### src/rtl/shift_deserializer.sv
// Serial-in/parallel-out receiver: assembles WIDTH-bit words from a bit stream
// (direction latched per word) into a one-entry valid/ready holding register.
module shift_deserializer #(
  parameter int unsigned WIDTH = 8
) (
  input  logic             clk,
  input  logic             rst_n,
  input  logic             sin,
  input  logic             sin_valid,
  input  logic             r_l,
  input  logic             clear,
  output logic [WIDTH-1:0] out_data,
  output logic             out_valid,
  input  logic             out_ready,
  output logic             busy,
  output logic             overrun
);

  localparam int unsigned   CW       = (WIDTH > 2) ? $clog2(WIDTH) : 1;
  localparam logic [CW-1:0] CNT_LAST = CW'(WIDTH - 1);

  logic [WIDTH-1:0] sr_q, sr_d;
  logic [CW-1:0]    cnt_q, cnt_d;
  logic             dir_q, dir_d;
  logic [WIDTH-1:0] data_q, data_d;
  logic             valid_q, valid_d;
  logic             busy_q, busy_d;
  logic             overrun_q, overrun_d;

  logic             dir_eff;
  logic [WIDTH-1:0] shifted;
  logic             accept, complete, drain, load;

  always_comb begin
    // The first bit of a word uses r_l directly; later bits use the latched copy.
    dir_eff  = (cnt_q == '0) ? r_l : dir_q;
    shifted  = dir_eff ? {sr_q[WIDTH-2:0], sin} : {sin, sr_q[WIDTH-1:1]};
    accept   = sin_valid & ~clear;
    complete = accept & (cnt_q == CNT_LAST);
    drain    = valid_q & out_ready;
    load     = complete & (~valid_q | drain);

    sr_d      = sr_q;
    cnt_d     = cnt_q;
    dir_d     = dir_q;
    data_d    = data_q;
    valid_d   = valid_q;
    overrun_d = complete & valid_q & ~out_ready;

    if (clear) begin
      sr_d  = '0;
      cnt_d = '0;
    end else if (sin_valid) begin
      sr_d  = shifted;
      dir_d = dir_eff;
      cnt_d = (cnt_q == CNT_LAST) ? '0 : cnt_q + CW'(1);
    end

    if (load) begin
      data_d  = shifted;
      valid_d = 1'b1;
    end else if (drain) begin
      valid_d = 1'b0;
    end

    busy_d = (cnt_d != '0);
  end

  always_ff @(posedge clk or negedge rst_n) begin
    if (!rst_n) begin
      sr_q      <= '0;
      cnt_q     <= '0;
      dir_q     <= 1'b0;
      data_q    <= '0;
      valid_q   <= 1'b0;
      busy_q    <= 1'b0;
      overrun_q <= 1'b0;
    end else begin
      sr_q      <= sr_d;
      cnt_q     <= cnt_d;
      dir_q     <= dir_d;
      data_q    <= data_d;
      valid_q   <= valid_d;
      busy_q    <= busy_d;
      overrun_q <= overrun_d;
    end
  end

  assign out_data  = data_q;
  assign out_valid = valid_q;
  assign busy      = busy_q;
  assign overrun   = overrun_q;

endmodule

### config.mk
export PLATFORM = sky130hd
export DESIGN_NAME = shift_deserializer
export DESIGN_NICKNAME = d
export VERILOG_FILES = /design/src/rtl/shift_deserializer.sv
export SDC_FILE = /design/constraint.sdc
export NUM_CORES = 1
export LEC_CHECK = 0
export ABC_AREA = 0
export CAP_MARGIN = 40
export CORE_ASPECT_RATIO = 0.7
export CORE_MARGIN = 2
export CORE_UTILIZATION = 50
export CTS_BUF_LIST = sky130_fd_sc_hd__clkbuf_4 sky130_fd_sc_hd__clkbuf_8
export CTS_CLUSTER_SIZE = 12
export DETAILED_ROUTE_END_ITERATION = 6
export GPL_ROUTABILITY_DRIVEN = 0
export MAX_ROUTING_LAYER = met4
export PLACE_DENSITY = 0.84
export REMOVE_ABC_BUFFERS = 1
export SYNTH_ARGS = -nofsm -noshare
export SYNTH_HDL_FRONTEND = slang
export SYNTH_SLANG_ARGS = --single-unit
### constraint.sdc
create_clock -name clk -period 1.44 [get_ports clk]
set_input_delay 0.144 -clock clk [delete_from_list [all_inputs] [get_ports clk]]
set_output_delay 0.144 -clock clk [all_outputs]
set_load 0.01 [all_outputs]
==> run_results.csv, run 1 <==
group,metric,value,unit
yosys,muxShareOfSynthArea,2.451,%
worst_setup_path,crit_end,"dir_q",
route,dr.pass1.iters,4,
sta,fmax,651.6,MHz
worst_setup_path,worstPathRequired,1.68,ns
sta,period_minus_slack,1.535,ns
yosys,seq_area_frac_synth,45.10,%
yosys,syn_avg_cell_area,9.971,sq um
sta,finalSetupViolCount,18,
worst_setup_path,cp-startpoint,"cnt_q[1]",
sta,worst_slack,-0.09464,ns
outcome,outcome,"finished with violations",
global_routing,grt_pass1_wl,5754,um
yosys,synthSimpleGateAreaFrac,24.12,%
sta,final_hold_viol_count,0,
cells_and_area,layout_common_cells,"dfrtp_1 (22), buf_4 (18), clkdlybuf4s50_1 (13)",
worst_setup_path,r2r_cells,5,
clocking,cts_tree,"yes",
pwr,p_sw_share,31.08,%
pwr,p_int,0.9997,mW
route,wirelength,3852,um
worst_hold_path,hold_path.class,"input pin to asynchronous set/reset pin",
sta,fin_crit_sh,106.6,%
global_routing,grt_max_degree,24,
worst_setup_path,path_max_fanout,4,
yosys,synth_warnings,0,
clocking,insertion_delay,0.33,ns
floorplan,fp.dieArea,0.002979,sq mm
yosys,ys_types,26,
worst_setup_path,worstPathArrival,1.77,ns
yosys,synth_area,0.001276,sq mm
floorplan,initial_utilization,52.31,%
worst_setup_path,rr_endpoint,"dir_q",
clocking,cts-root-buf,"clkbuf_4",
yosys,synth_seq_cells,23,
floorplan,fp.coreArea,0.002440,sq mm
cells_and_area,fin_cells,194,
worst_setup_path,critPathKind,"register to register",
cells_and_area,layout_commonest_cell,"dfrtp_1",
pwr,p_total,1.451,mW
global_routing,grtUsageTotal,27.75,%
placement,portBuffers,17,
worst_setup_path,r2r-start,"cnt_q[1]",
yosys,synthAdderAreaFrac,2.941,%
pwr,power_frac_seq,50.9,%
pwr,powerDensity,755.2,mW/mm^2
clocking,numClockSinks,23,
outcome,violations,"negative setup slack",
cells_and_area,antenna-diode-count,0,
yosys,netlist_instances,128,
floorplan,rows,15,
route,drc_errors,0,
cells_and_area,final_nets,171,
global_routing,grt.overflow.total,0,
sta,worst_pin_slew,0.5269,ns
worst_setup_path,critPathLaunchType,"register",
yosys,synth_edf_count,0,
route,drt_iter0_markers,59,
sta,finalHoldWorstSlack,0.1563,ns
pwr,p_leak,0.8115,nW
cells_and_area,finalInstanceArea,0.001921,sq mm
yosys,synth-xor-area-share,0,%
worst_setup_path,cp-end-kind,"register",
floorplan,die_w,64.39,um
job,maxCapViolations,0,
yosys,ys.flop_type,"dfrtp_1",
global_routing,grt_pass1_vias,1136,
placement,dp.cells,186,
cells_and_area,final_layout_size_suffix_gt1_share,40.00,%
clocking,htree_levels,1,
pwr,power_switching,0.4508,mW
placement,post-dp-hpwl,2084,um
pwr,pwr-share-clk,23.1,%
yosys,synth_top_family_by_area,"simple AND/OR/NAND/NOR gates",
worst_setup_path,rrSetupSlack,-0.09,ns
clocking,cts_buffers,3,
placement,dp_worst_setup_slack,-0.1671,ns
floorplan,io_pins,18,
yosys,synth_compound_area_share,20.00,%
clocking,clk_path_buf_depth,2,
route,ant_nets,0,
yosys,ys_async_sr_fraction,100.0,%
route,wl_per_cell,19.86,um
pwr,p_comb_share,26.0,%
sta,maxSlewViolCount,0,
floorplan,chipHeight,46.27,um
sta,rsz0062_at_grt,"true",
route,detail_route.vias_per_cell,6.222,
placement,post_dp_cell_area,0.001568,sq mm
pwr,peakVddDrop,0.0006319,V
cells_and_area,area_growth,50.49,%
clocking,clkSlewWorstSetupHoldPaths,0.13,ns
route,dr_total_vias,1207,
sta,slew_headroom,64.88,%
global_routing,antenna_found_initial,0,
sta,fin_skew,0.007321,ns
-- flip-flops by register name, indices dropped and copies added (netlist names) --
signal / cells
dir_q: 1
out_valid: 1
out_data: 8
overrun: 1
cnt_q: 3
sr_q: 8
busy: 1
-- synthesized netlist by cell type (3+ instances only) --
| cell type | count | area share, % |
|---|---|---|
| dfrtp_1 | 23 | 45 |
| a31oi_1 | 16 | 7.8 |
| nor2_1 | 11 | 3.2 |
| a21oi_1 | 9 | 3.5 |
| and2_1 | 9 | 4.4 |
| nor2b_1 | 9 | 4.4 |
| a311oi_1 | 8 | 5.5 |
| buf_2 | 7 | 2.7 |
| nor4bb_1 | 7 | 5.5 |
| o21ai_0 | 7 | 2.7 |
| ha_1 | 3 | 2.9 |
-- worst min-delay path by stage --
stage / start / cells after the start / to
after floorplan: rst_n / 0 / busy
after global placement: rst_n / 2 / out_data[5]
after detailed placement: rst_n / 2 / out_data[5]
after CTS: rst_n / 2 / sr_q[5]
after global routing: rst_n / 2 / sr_q[7]
final: rst_n / 2 / sr_q[7]
-- critical path, stage by stage (launching register included) --
cell	delay [ns]
dfrtp_1	0.43
inv_2	0.08
ha_4	0.14
or2b_4	0.27
nor3b_2	0.18
mux2_4	0.32
-- power groups by stage --
| stage | combinational (mW) | clock (mW) | sequential, mW |
|---|---|---|---|
| finish | 0.377 | 0.335 | 0.738 |
| global route | 0.402 | 0.364 | 0.743 |
| CTS | 0.319 | 0.336 | 0.728 |
| detailed placement | 0.251 | 0 | 0.738 |
| global placement | 0.241 | 0 | 0.736 |
| floorplan | 0.128 | 0 | 0.726 |
-- final cells by class --
type | count | area (sq um)
multi-input cells | 93 | 918.4
flip-flops and latches | 23 | 576.8
inverters | 2 | 7.507
clock buffers | 4 | 30.03
well taps | 34 | 42.54
repair buffers | 38 | 345.3
fillers | 153 | 519.2
-- logic make-up after synthesis --
kind of cell / count (synthesis)
AND/OR/NAND/NOR: 46
AO/OA/AOI/OAI: 41
flip-flops: 23
buffers and inverters: 12
multiplexers: 3
adder cells (fa/ha/maj): 3
-- repair_timing --
| item | 4_1_cts | 5_1_grt |
|---|---|---|
| pin swaps | 14 | 11 |
| gates resized for setup | 37 | 27 |
| setup buffers | 2 | 3 |
| cloned | 0 | 0 |
| hold buffers | 0 | 0 |
| endpoints found under the setup margin | 19 | 21 |
-- per-stage QoR --
step	util, %	TNS [ns]
after floorplan	-	-0.9356
after global placement	64.26	-0.7418
after detailed placement	64.26	-1.849
after CTS	73.38	-0.7079
after global routing	78.72	-1.497
final	78.72	-0.8569
-- metal layers --
| layer | routed length [um] | share of wire [%] | up-vias | global-route usage, % |
|---|---|---|---|---|
| met3 | 216 | 5.6 | 12 | 8.802 |
| met5 | 0 | 0 | - | - |
| met2 | 1788 | 46 | 54 | 45.83 |
| li1 | - | - | 542 | - |
| met4 | 153 | 4.0 | 0 | 12.77 |
| met1 | 1694 | 44 | 599 | 31.74 |
(Power assumes the default switching activity.)
==> inputs of run 2 (changes only) <==
Settings changed: ABC_AREA 0 to 1, CORE_UTILIZATION 50 to 49, SKIP_LAST_GASP from default to 1.
==> run 2 against run 1 <==
The flow now finishes without violations. Worst setup slack improved by 0.16 ns. Area after synthesis decreased by 13%. Power decreased by 13%. Wire length fell by 44%. Worst hold slack gained 0.0049 ns. Highest routed layer unchanged. Final cell count down 1.5%. Die area is 10% lower. Sequential power down 5.0%. Largest power group unchanged. Global-route usage decreased by 7.8 points. Sequential cell count did not move. Utilization is 14 points lower. Largest cell class is now registers. Clock power decreased by 6.0%.
==> run_results.csv, run 2 <==
group,metric,value,unit
job,maxCapViolations,0,
pwr,p_leak,0.7700,nW
yosys,seq_area_frac_synth,51.63,%
global_routing,antenna_found_initial,0,
global_routing,grt_pass1_vias,875,
yosys,syn_avg_cell_area,8.258,sq um
route,drc_errors,0,
yosys,synth_warnings,0,
yosys,synth.most_common_cell,"nand2_1",
sta,maxSlewViolCount,0,
worst_setup_path,worstPathRequired,1.30,ns
cells_and_area,area_growth,26.04,%
clocking,clkSlewWorstSetupHoldPaths,0.12,ns
global_routing,grtUsageTotal,19.94,%
sta,period_minus_slack,1.372,ns
floorplan,rows,14,
yosys,synth_area,0.001115,sq mm
clocking,cts_tree,"yes",
pwr,peakVddDrop,0.0007114,V
sta,fin_crit_sh,95.30,%
worst_setup_path,worstPathArrival,1.23,ns
route,ant_nets,0,
route,dr.pass1.iters,4,
sta,worst_pin_slew,0.2828,ns
clocking,htree_levels,1,
cells_and_area,final_layout_size_suffix_gt1_share,13.21,%
sta,final_hold_viol_count,0,
cells_and_area,final_nets,170,
yosys,netlist_instances,135,
cells_and_area,antenna-diode-count,0,
yosys,synth_edf_count,0,
global_routing,grt_pass1_wl,3746,um
floorplan,io_pins,18,
cells_and_area,fillers,167,
route,dr_total_vias,956,
sta,fin_tns_setup,0,ns
route,drt_iter0_markers,47,
worst_setup_path,crit_chain,"clkdlybuf4s50_1",
yosys,synth_top_area_share,51.63,%
route,wirelength,2163,um
worst_setup_path,cp_top_family,"buffers and inverters",
yosys,synthTopCellsByCount,"nand2_1 (43), nand3_1 (35), dfrtp_1 (23)",
clocking,numClockSinks,23,
yosys,synth_seq_cells,23,
sta,fin_skew,0.001654,ns
outcome,outcome,"complete, no violations",
cells_and_area,layout_common_cells,"nand2_1 (40), nand3_1 (33), dfrtp_1 (23)",
floorplan,initial_utilization,51.74,%
floorplan,chipHeight,43.91,um
placement,dp.cells,186,
route,detail_route.vias_per_cell,5.005,
yosys,ys_types,15,
worst_setup_path,critPathLaunchType,"register",
floorplan,fp.dieArea,0.002679,sq mm
worst_setup_path,cpPeakStageDelay,0.54,ns
worst_setup_path,critPathKind,"register to output port",
placement,portBuffers,17,
clocking,insertion_delay,0.31,ns
yosys,ys.flop_type,"dfrtp_1",
worst_setup_path,cp-end-kind,"output port",
sta,finalSetupViolCount,0,
clocking,cts-root-buf,"clkbuf_4",
pwr,powerDensity,902.5,mW/mm^2
placement,post-dp-hpwl,1626,um
cells_and_area,fin_cells,191,
yosys,yosysTopAreaCell,"dfrtp_1",
clocking,cts_buffers,3,
worst_hold_path,hold_path.class,"input pin to asynchronous set/reset pin",
floorplan,die_w,61.01,um
worst_setup_path,path_max_fanout,2,
worst_setup_path,crit_path_top_delay_cell,"clkdlybuf4s50_1",
cells_and_area,layout_commonest_cell,"nand2_1",
clocking,clk_path_buf_depth,2,
cells_and_area,fin_util,65.21,%
yosys,synth_top_cells_by_area,"dfrtp_1 (52%), nand3_1 (16%), nand2_1 (14%), inv_1 (5.4%), ha_1 (3.4%)",
worst_setup_path,crit_buf_inv,1,
sta,rsz0062_at_grt,"false",
global_routing,grt.overflow.total,0,
floorplan,fp.coreArea,0.002155,sq mm
global_routing,grt_max_degree,24,
sta,fmax,728.7,MHz
sta,slew_headroom,81.14,%
yosys,ys_async_sr_fraction,100.0,%
route,wl_per_cell,11.32,um
==> run 2: changes by cell type after synthesis, sizes merged, moves of 7 or more <==
| cell | delta |
|---|---|
| buf | -7 |
| nand3 | +35 |
| and2 | -9 |
| nor4bb | -7 |
| nand2 | +43 |
| a31oi | -16 |
| nor2b | -9 |
| a311oi | -8 |
| a21oi | -9 |
| inv | +17 |
| o21ai | -7 |
==> run 2: stage by stage <==
| step | instance area, sq um | hold slack [ns] | power, mW | worst slack (ns) |
|---|---|---|---|---|
| floorplan | 1100 | -0.1516 | 0.8547 | 0.2327 |
| global placement | 1340 | 0.4636 | 0.9294 | 0.09461 |
| detailed placement | 1340 | 0.4667 | 0.9378 | 0.05206 |
| CTS | 1370 | 0.1694 | 1.251 | 0.02890 |
| global route | 1405 | 0.1686 | 1.340 | 0.005300 |
| finish | 1405 | 0.1612 | 1.268 | 0.06768 |
==> run 2: cells by family after synthesis <==
| kind of cell | after synthesis | synth area share (%) |
|---|---|---|
| buffers and inverters | 21 | 7.969 |
| AO/OA/AOI/OAI | 2 | 1.122 |
| adder cells (fa/ha/maj) | 3 | 3.367 |
| flip-flops | 23 | 51.63 |
| AND/OR/NAND/NOR | 86 | 35.91 |
==> run 2: path summary, 6_finish.rpt <==
path / to / cells past startpoint / slack [ns] / start
setup / recovery: out_data[4] / 1 / 0.07 / out_data[4]
hold reg to reg: out_data[3] / 2 / 0.50 / out_data[3]
setup reg to reg: out_data[2] / 7 / 0.10 / cnt_q[0]
hold / removal: cnt_q[2] / 2 / 0.16 / rst_n
max in group asynchronous: out_data[7] / 2 / 1.06 / rst_n
min in group clk: out_data[3] / 2 / 0.50 / out_data[3]
==> run 2: timing repair <==
item | CTS | global route
hold endpoints to repair | 0 | 0
endpoints found under the setup margin | 0 | 17
hold buffers | 0 | 0
gates resized for setup | 0 | 7
setup buffers | 0 | 1
==> run 2: metal layers <==
layer | share of wire [%] | global-route usage (%) | vias to the layer above
met5 | 0 | - | -
met4 | 1.1 | 4.783 | 0
met3 | 6.0 | 6.269 | 6
met2 | 44 | 28.17 | 28
met1 | 49 | 28.08 | 440
li1 | - | - | 482
==> run 2: area by class of cell <==
cell class / instances / area (sq um) / area share [%]
flip-flops and latches: 23 / 575.6 / 40.96
inverters: 19 / 73.82 / 5.254
repair buffers: 22 / 207.7 / 14.78
clock buffers: 4 / 30.03 / 2.137
multi-input cells: 91 / 478.0 / 34.02
well taps: 32 / 40.04 / 2.850
==> run 2: report_power, final <==
group	switching, mW	internal, mW	leakage, nW
clock	0.188	0.127	0.0184
sequential	0.0217	0.679	0.314
combinational	0.157	0.0955	0.438
total	0.366	0.902	0.770
